### src/rtl/ringosc_meas_ctrl.sv
// ringosc_meas_ctrl: ring-oscillator edge counter over a timed window; define RINGOSC_AVG_EN for 4-window averaging.
// Revision 1.0
`default_nettype none

module ringosc_meas_ctrl #(
  parameter int WIN_CYCLES    = 1024,
  parameter int SETTLE_CYCLES = 16,
  parameter int CNT_W         = 16
) (
  input  logic             clk,
  input  logic             rst,
  input  logic             start,
  input  logic             ro_out,
  output logic             ro_en,
  output logic             busy,
  output logic             done,
  output logic [CNT_W-1:0] count,
  output logic             ovf
);

`ifdef RINGOSC_AVG_EN
  localparam int c_SHIFT = 2;
`else
  localparam int c_SHIFT = 0;
`endif

  localparam int c_ACC_W   = CNT_W + c_SHIFT;
  localparam int c_TMR_MAX = (WIN_CYCLES > SETTLE_CYCLES) ? WIN_CYCLES : SETTLE_CYCLES;
  localparam int c_TMR_W   = $clog2(c_TMR_MAX + 1);

  localparam logic [c_TMR_W-1:0] c_SETTLE_LAST = c_TMR_W'(SETTLE_CYCLES - 1);
  localparam logic [c_TMR_W-1:0] c_WIN_LAST    = c_TMR_W'(WIN_CYCLES - 1);
  localparam logic [c_TMR_W-1:0] c_TMR_ONE     = c_TMR_W'(1);
  localparam logic [c_ACC_W-1:0] c_ACC_MAX     = '1;
  localparam logic [c_ACC_W-1:0] c_ACC_ONE     = c_ACC_W'(1);

  typedef enum logic [1:0] {
    S_IDLE    = 2'd0,
    S_SETTLE  = 2'd1,
    S_MEASURE = 2'd2,
    S_DONE    = 2'd3
  } state_t;

  state_t               r_state;
  logic [c_TMR_W-1:0]   r_timer;
  logic [c_ACC_W-1:0]   r_acc;
  logic                 r_sat;
  logic                 r_sync1;
  logic                 r_sync2;
  logic                 r_prev;
  logic                 w_rise;
  logic                 w_last_win;

  assign w_rise = r_sync2 & ~r_prev;
  assign busy   = (r_state != S_IDLE);

`ifdef RINGOSC_AVG_EN
  logic [1:0] r_win;

  assign w_last_win = (r_win == 2'd3);

  // Window index only advances at the end of each non-final window.
  always_ff @(posedge clk) begin
    if (rst) begin
      r_win <= 2'd0;
    end else if (r_state == S_SETTLE) begin
      r_win <= 2'd0;
    end else if ((r_state == S_MEASURE) && (r_timer == c_WIN_LAST) && !w_last_win) begin
      r_win <= r_win + 2'd1;
    end
  end
`else
  assign w_last_win = 1'b1;
`endif

  always_ff @(posedge clk) begin
    if (rst) begin
      r_state <= S_IDLE;
      r_timer <= '0;
      r_acc   <= '0;
      r_sat   <= 1'b0;
      r_sync1 <= 1'b0;
      r_sync2 <= 1'b0;
      r_prev  <= 1'b0;
      ro_en   <= 1'b0;
      done    <= 1'b0;
      count   <= '0;
      ovf     <= 1'b0;
    end else begin
      r_sync1 <= ro_out;
      r_sync2 <= r_sync1;
      r_prev  <= r_sync2;
      done    <= 1'b0;

      case (r_state)
        S_IDLE: begin
          if (start) begin
            r_state <= S_SETTLE;
            r_timer <= '0;
            ro_en   <= 1'b1;
            // Stale oscillator history must not produce a phantom edge.
            r_sync1 <= 1'b0;
            r_sync2 <= 1'b0;
            r_prev  <= 1'b0;
          end
        end

        S_SETTLE: begin
          if (r_timer == c_SETTLE_LAST) begin
            r_state <= S_MEASURE;
            r_timer <= '0;
            r_acc   <= '0;
            r_sat   <= 1'b0;
          end else begin
            r_timer <= r_timer + c_TMR_ONE;
          end
        end

        S_MEASURE: begin
          if (w_rise) begin
            if (r_acc == c_ACC_MAX) begin
              r_sat <= 1'b1;
            end else begin
              r_acc <= r_acc + c_ACC_ONE;
            end
          end
          if (r_timer == c_WIN_LAST) begin
            r_timer <= '0;
            if (w_last_win) begin
              r_state <= S_DONE;
              ro_en   <= 1'b0;
            end
          end else begin
            r_timer <= r_timer + c_TMR_ONE;
          end
        end

        S_DONE: begin
          // Top CNT_W bits of the accumulator are the average when averaging is on.
          done    <= 1'b1;
          count   <= r_acc[c_ACC_W-1 -: CNT_W];
          ovf     <= r_sat;
          r_state <= S_IDLE;
        end

        default: begin
          r_state <= S_IDLE;
          ro_en   <= 1'b0;
        end
      endcase
    end
  end

endmodule

`default_nettype wire
### config.mk
export PLATFORM = sky130hd
export DESIGN_NAME = ringosc_meas_ctrl
export DESIGN_NICKNAME = d
export VERILOG_FILES = /design/src/rtl/ringosc_meas_ctrl.sv
export SDC_FILE = /design/constraint.sdc
export NUM_CORES = 1
export LEC_CHECK = 0
export ABC_AREA = 0
export CORE_MARGIN = 3
export CORE_UTILIZATION = 47
export CTS_CLUSTER_SIZE = 16
export DETAILED_ROUTE_END_ITERATION = 6
export MAX_ROUTING_LAYER = met4
export PLACE_DENSITY_LB_ADDON = 0.25
export SLEW_MARGIN = 20
export SYNTH_ARGS = -nofsm -noshare
export SYNTH_HDL_FRONTEND = slang
export SYNTH_SLANG_ARGS = --single-unit
### constraint.sdc
create_clock -name clk -period 3.4 [get_ports clk]
set_input_delay 1.02 -clock clk [delete_from_list [all_inputs] [get_ports clk]]
set_output_delay 1.02 -clock clk [all_outputs]
set_load 0.005 [all_outputs]
* Yosys cells after proc, flatten, opt, wreduce, memory -nomap -nowiden *
Index checks and enable logic that the tools add are counted.

storage, ports and cells
  input port bits = 4
  output and inout bits = 20
  flip-flop bits (word level) = 52
  bits in read-only memories = 0
  RAM bits = 0
  memories kept = 0
  bits in latches = 0

cells by class
  shifts and indexed selects = 0
  $lt $le $gt $ge = 0
  bitwise operators = 2
  mux-type cells = 26
  equal/unequal tests = 12
  $mul = 0
  divide/modulo/power cells = 0
  $add $sub $neg = 2
  reduce and logical (&&, ||, !) cells = 10

operators with widths
  operator                                          number
  two-way mux 16 bit                                3
  two-way mux 11 bit                                3
  case mux 11 bit (3 select lines)                  1
  case mux 16 bit (2 select lines)                  1
  adder 16 x 1 -> 16 bit (second input constant)    1
  == test 16 bit (second input constant)            1
  two-way mux 1 bit                                 12
  != test 2 bit (second input constant)             6
  adder 11 x 1 -> 11 bit (second input constant)    1
  == test 11 x 10 -> 1 bit (second input constant)  1
  == test 11 x 4 -> 1 bit (second input constant)   1
  case mux 2 bit (4 select lines)                   1
  AND reduction 4 bit                               2
  two-way mux 2 bit                                 3
  AND reduction 3 bit                               2
  nonzero test 2 bit                                3
  == test 2 bit (second input constant)             2
  case mux 1 bit (2 select lines)                   2
  nonzero test 3 bit                                1
  == test 2 x 1 -> 1 bit (second input constant)    1
  logical NOT 2 bit                                 1
  AND reduction 2 bit                               1
  AND 1 bit                                         1
  inverter 1 bit                                    1

* Depth between registers and ports, before layout *
  word-level depth = 4
  mapped depth = 10

* Worst setup path before layout *
OpenSTA, ideal clock, no wires.

  kind = input to register
  start point = input port rst
  end point = register r_acc[2]
  data arrival time = 2020 ps
  buffers on the path = 2
  path slack = 1263 ps
  cell stages on the path = 5
  cell sequence = clkbuf_1 -> a41o_1 -> clkbuf_1 -> nor2_1 -> a31o_2

RTL lines
  item                  RTL line  text
  start, declared       11        input logic rst,
  end signal, assigned  124       r_acc <= r_acc + c_ACC_ONE;
  end, declared         46        logic [c_ACC_W-1:0] r_acc;

* Worst setup path after layout *
  start point = register r_state[0]
  end point = output port busy

between the ends
  longest elaborated chain between the ends = 1

ends and longest elaborated chain
  item                    RTL line  text
  start, declared         44        state_t r_state;
  start signal, assigned  78        r_state <= S_IDLE;
  start signal, assigned  98        r_state <= S_SETTLE;
  start signal, assigned  110       r_state <= S_MEASURE;
  nonzero test 2 bit      55        assign busy = (r_state != S_IDLE);
  end, declared           15        output logic busy,

Every way passes these cells.

==> impl_metrics.toml <==
[status]
status = "finished, final reports clean"

[yosys]
synthCells = 266
avgSynthCellArea_um2 = 8.932
post-synth-top-count-cell = "dfxtp_1"
ys_seq_elements = 52
synth_edf_count = 0
async_reset_ff_share_pct = 0
synthTopCellsByCount = "dfxtp_1, nor2_1, nand2_1"
syn_area_um2 = 2376
ys.flop_type = "dfxtp_1"
synth_area_leaders = "dfxtp_1, mux2i_1, nor2_1"
synth_fp_nets = 277
synth.distinct_cells = 42
yosysSeqAreaShare_pct = 43.81
yosys.area.top_type = "dfxtp_1"
synth_top_area_share_pct = 43.81
yosysWarningCount = 0

[global_routing]
grt_pass1_vias = 1858
grt_use_total_pct = 17.70
antenna_found_initial = 0
grt_overflow = 0
grt_pass1_wl_mm = 8.466
grt_max_degree = 29

[cts]
hold_buffers = 0
clock_latency_ps = 310
post_cts_buffers = 0
cts_resized = 0
clockRootBuffer = "clkbuf_8"
cts_made_buffers = 5
clk_pin_slew_ps = 100
ctsHtreeMaxLevel = 2
tritoncts = "built"
cts.path.max_buffers = 2
cts_sinks = 52

[min_path]
hold_path_depth = 1
hp-class = "register to register"

[place]
io_buffer_count = 23
dp_hpwl_mm = 3.272
gp_congestion = 0.8932
placed_cell_area_um2 = 2644

[timing]
maxSlewViolCount = 0
setup_tns_ps = 0
setup_viol = 0
max_freq_ghz = 0.3737
hold_viol = 0
clock_skew_ps = 12.79
min_period_ps = 2676
tightest_slew_ps = 650.0
finalCritPeriodShare_pct = 78.70
rsz0062_at_grt = "false"
slew_headroom_pct = 56.46

[layout]
fin_nets = 296
finalInstanceArea_um2 = 2738
drive_gt1_share_pct = 5.594
fill_cells = 445
synthToLayoutAreaGrowth_pct = 15.22
diodes = 0

[drt]
drc = 0
wire_per_inst_um = 13.38
ant_nets = 0
firstDrtPassIters = 4
wl_mm = 4.722
viasPerCell = 5.555
drt_iter0_drc = 66
dr_total_vias = 1961

[power]
switching_power_uw = 495.5
ir_drop_uv = 400.6
internal_power_uw = 945.5
switching_share_pct = 34.38
combPwrFrac_pct = 28.9
p_seq_share_pct = 46.3
clkPwrFrac_pct = 24.8
p_leak_uw = 0.0009352
p_per_area_nw_per_um2 = 526.4

[setup_path]
cp.required_ps = 2380
r2r_cells = 5
reg2reg_slack_ps = 1060
r2r-start = "r_timer[9]"
endpoint = "busy"
r2r-end = "r_acc[15]"
startpoint = "r_state[0]"
path_class = "register to output port"
worstSetupEndpointType = "output port"
crit_arrival_ps = 1660
start_kind = "register"
crit_fanout = 6

[die]
pin_count = 24
core_area_um2 = 4817
rows = 25
start_util_pct = 49.32
fp.dieW_um = 77.10
dieArea_um2 = 5944
die_h_um = 77.10

[run]
cap_violations = 0
## power by group through the flow
stage                     Sequential, uW  Combinational (uW)  Clock (uW)
final                                668                 416         357
after global routing                 672                 465         395
after CTS                            668                 421         370
after detailed placement             682                 417           0
after global placement               681                 413           0
after floorplan                      677                 335           0
## flip-flops by register name, summed over array words and instances (netlist names)
signal	flops
r_sync2	1
count	16
r_sync1	1
r_sat	1
done	1
r_acc	16
ovf	1
r_prev	1
r_timer	11
ro_en	1
r_state	2
## worst max-delay path: stages (launching register included)
cell	delay, ps
dfxtp_1	400
inv_1	90
ha_1	280
inv_1	80
clkdlybuf4s50_1	490
## layout make-up
class                   count  area (um^2)  area share, %
repair buffers             24        237.7          8.684
well taps                  67        83.83          3.062
flip-flops and latches     52         1041          38.03
multi-input cells         198         1269          46.34
inverters                   4        15.01         0.5484
clock inverters             3        22.52         0.8227
clock buffers               5        68.82          2.514
## layout by cell type (no fill, tap or decap), drive strengths merged, types with 2 or more instances in the layout
cell type	Yosys	final
nand3	13	13
o31ai	7	7
nor2	38	38
clkinv	0	2
inv	4	5
o21ai	8	8
nand2	21	21
and2	3	3
clkdlybuf4s50	0	23
and3	5	5
nand4	3	3
xnor2	6	6
nor4	3	3
o211ai	2	2
clkbuf	9	5
o41ai	2	2
nand2b	3	3
mux2i	18	18
or3	5	5
nor2b	4	4
nor3	4	4
dfxtp	52	52
a21oi	19	19
ha	7	7
xor2	2	2
a211oi	2	2
or4	12	12
## worst min path at each step
stage / from / to / slack (ps)
floorplan: r_sync1 / r_sync2 / 410
global placement: r_sync1 / r_sync2 / 410
detailed placement: r_sync1 / r_sync2 / 420
CTS: r_sync1 / r_sync2 / 440
global route: r_sync1 / r_sync2 / 450
finish: r_sync1 / r_sync2 / 440
## kinds of logic (layout without fill, tap and decap cells)
family | count (synthesis) | in the layout | share of synthesized area [%]
and+or+nand+nor | 117 | 117 | 24.91
DFF | 52 | 52 | 43.81
AOI/OAI and AO/OA | 48 | 48 | 14.17
muxes | 18 | 18 | 7.583
buffers and inverters | 16 | 36 | 2.896
xor gates and xnor gates | 8 | 8 | 2.949
adders and majority gates | 7 | 7 | 3.686
## through the flow
step                      total power [uW]  worst slack, ps  hold WS, ps  utilization (%)  cells
final                                 1441            724.3        439.9            56.83    353
after detailed placement              1100            665.4        423.7            54.88    345
after CTS                             1459            708.7        443.1            56.78    353
after floorplan                       1012             1263        405.7                -    266
after global placement                1094            748.6        414.2            54.88    345
after global routing                  1532            644.2        452.4            56.83    353
## routing by layer
layer | up-vias | part of all wire, % | GRT usage [%]
met5 | - | 0 | -
li1 | 1005 | - | -
met4 | 0 | 2.1 | 6.406
met1 | 909 | 49 | 23.22
met3 | 8 | 3.1 | 3.521
met2 | 39 | 45 | 27.18
(Power assumes the default switching activity.)
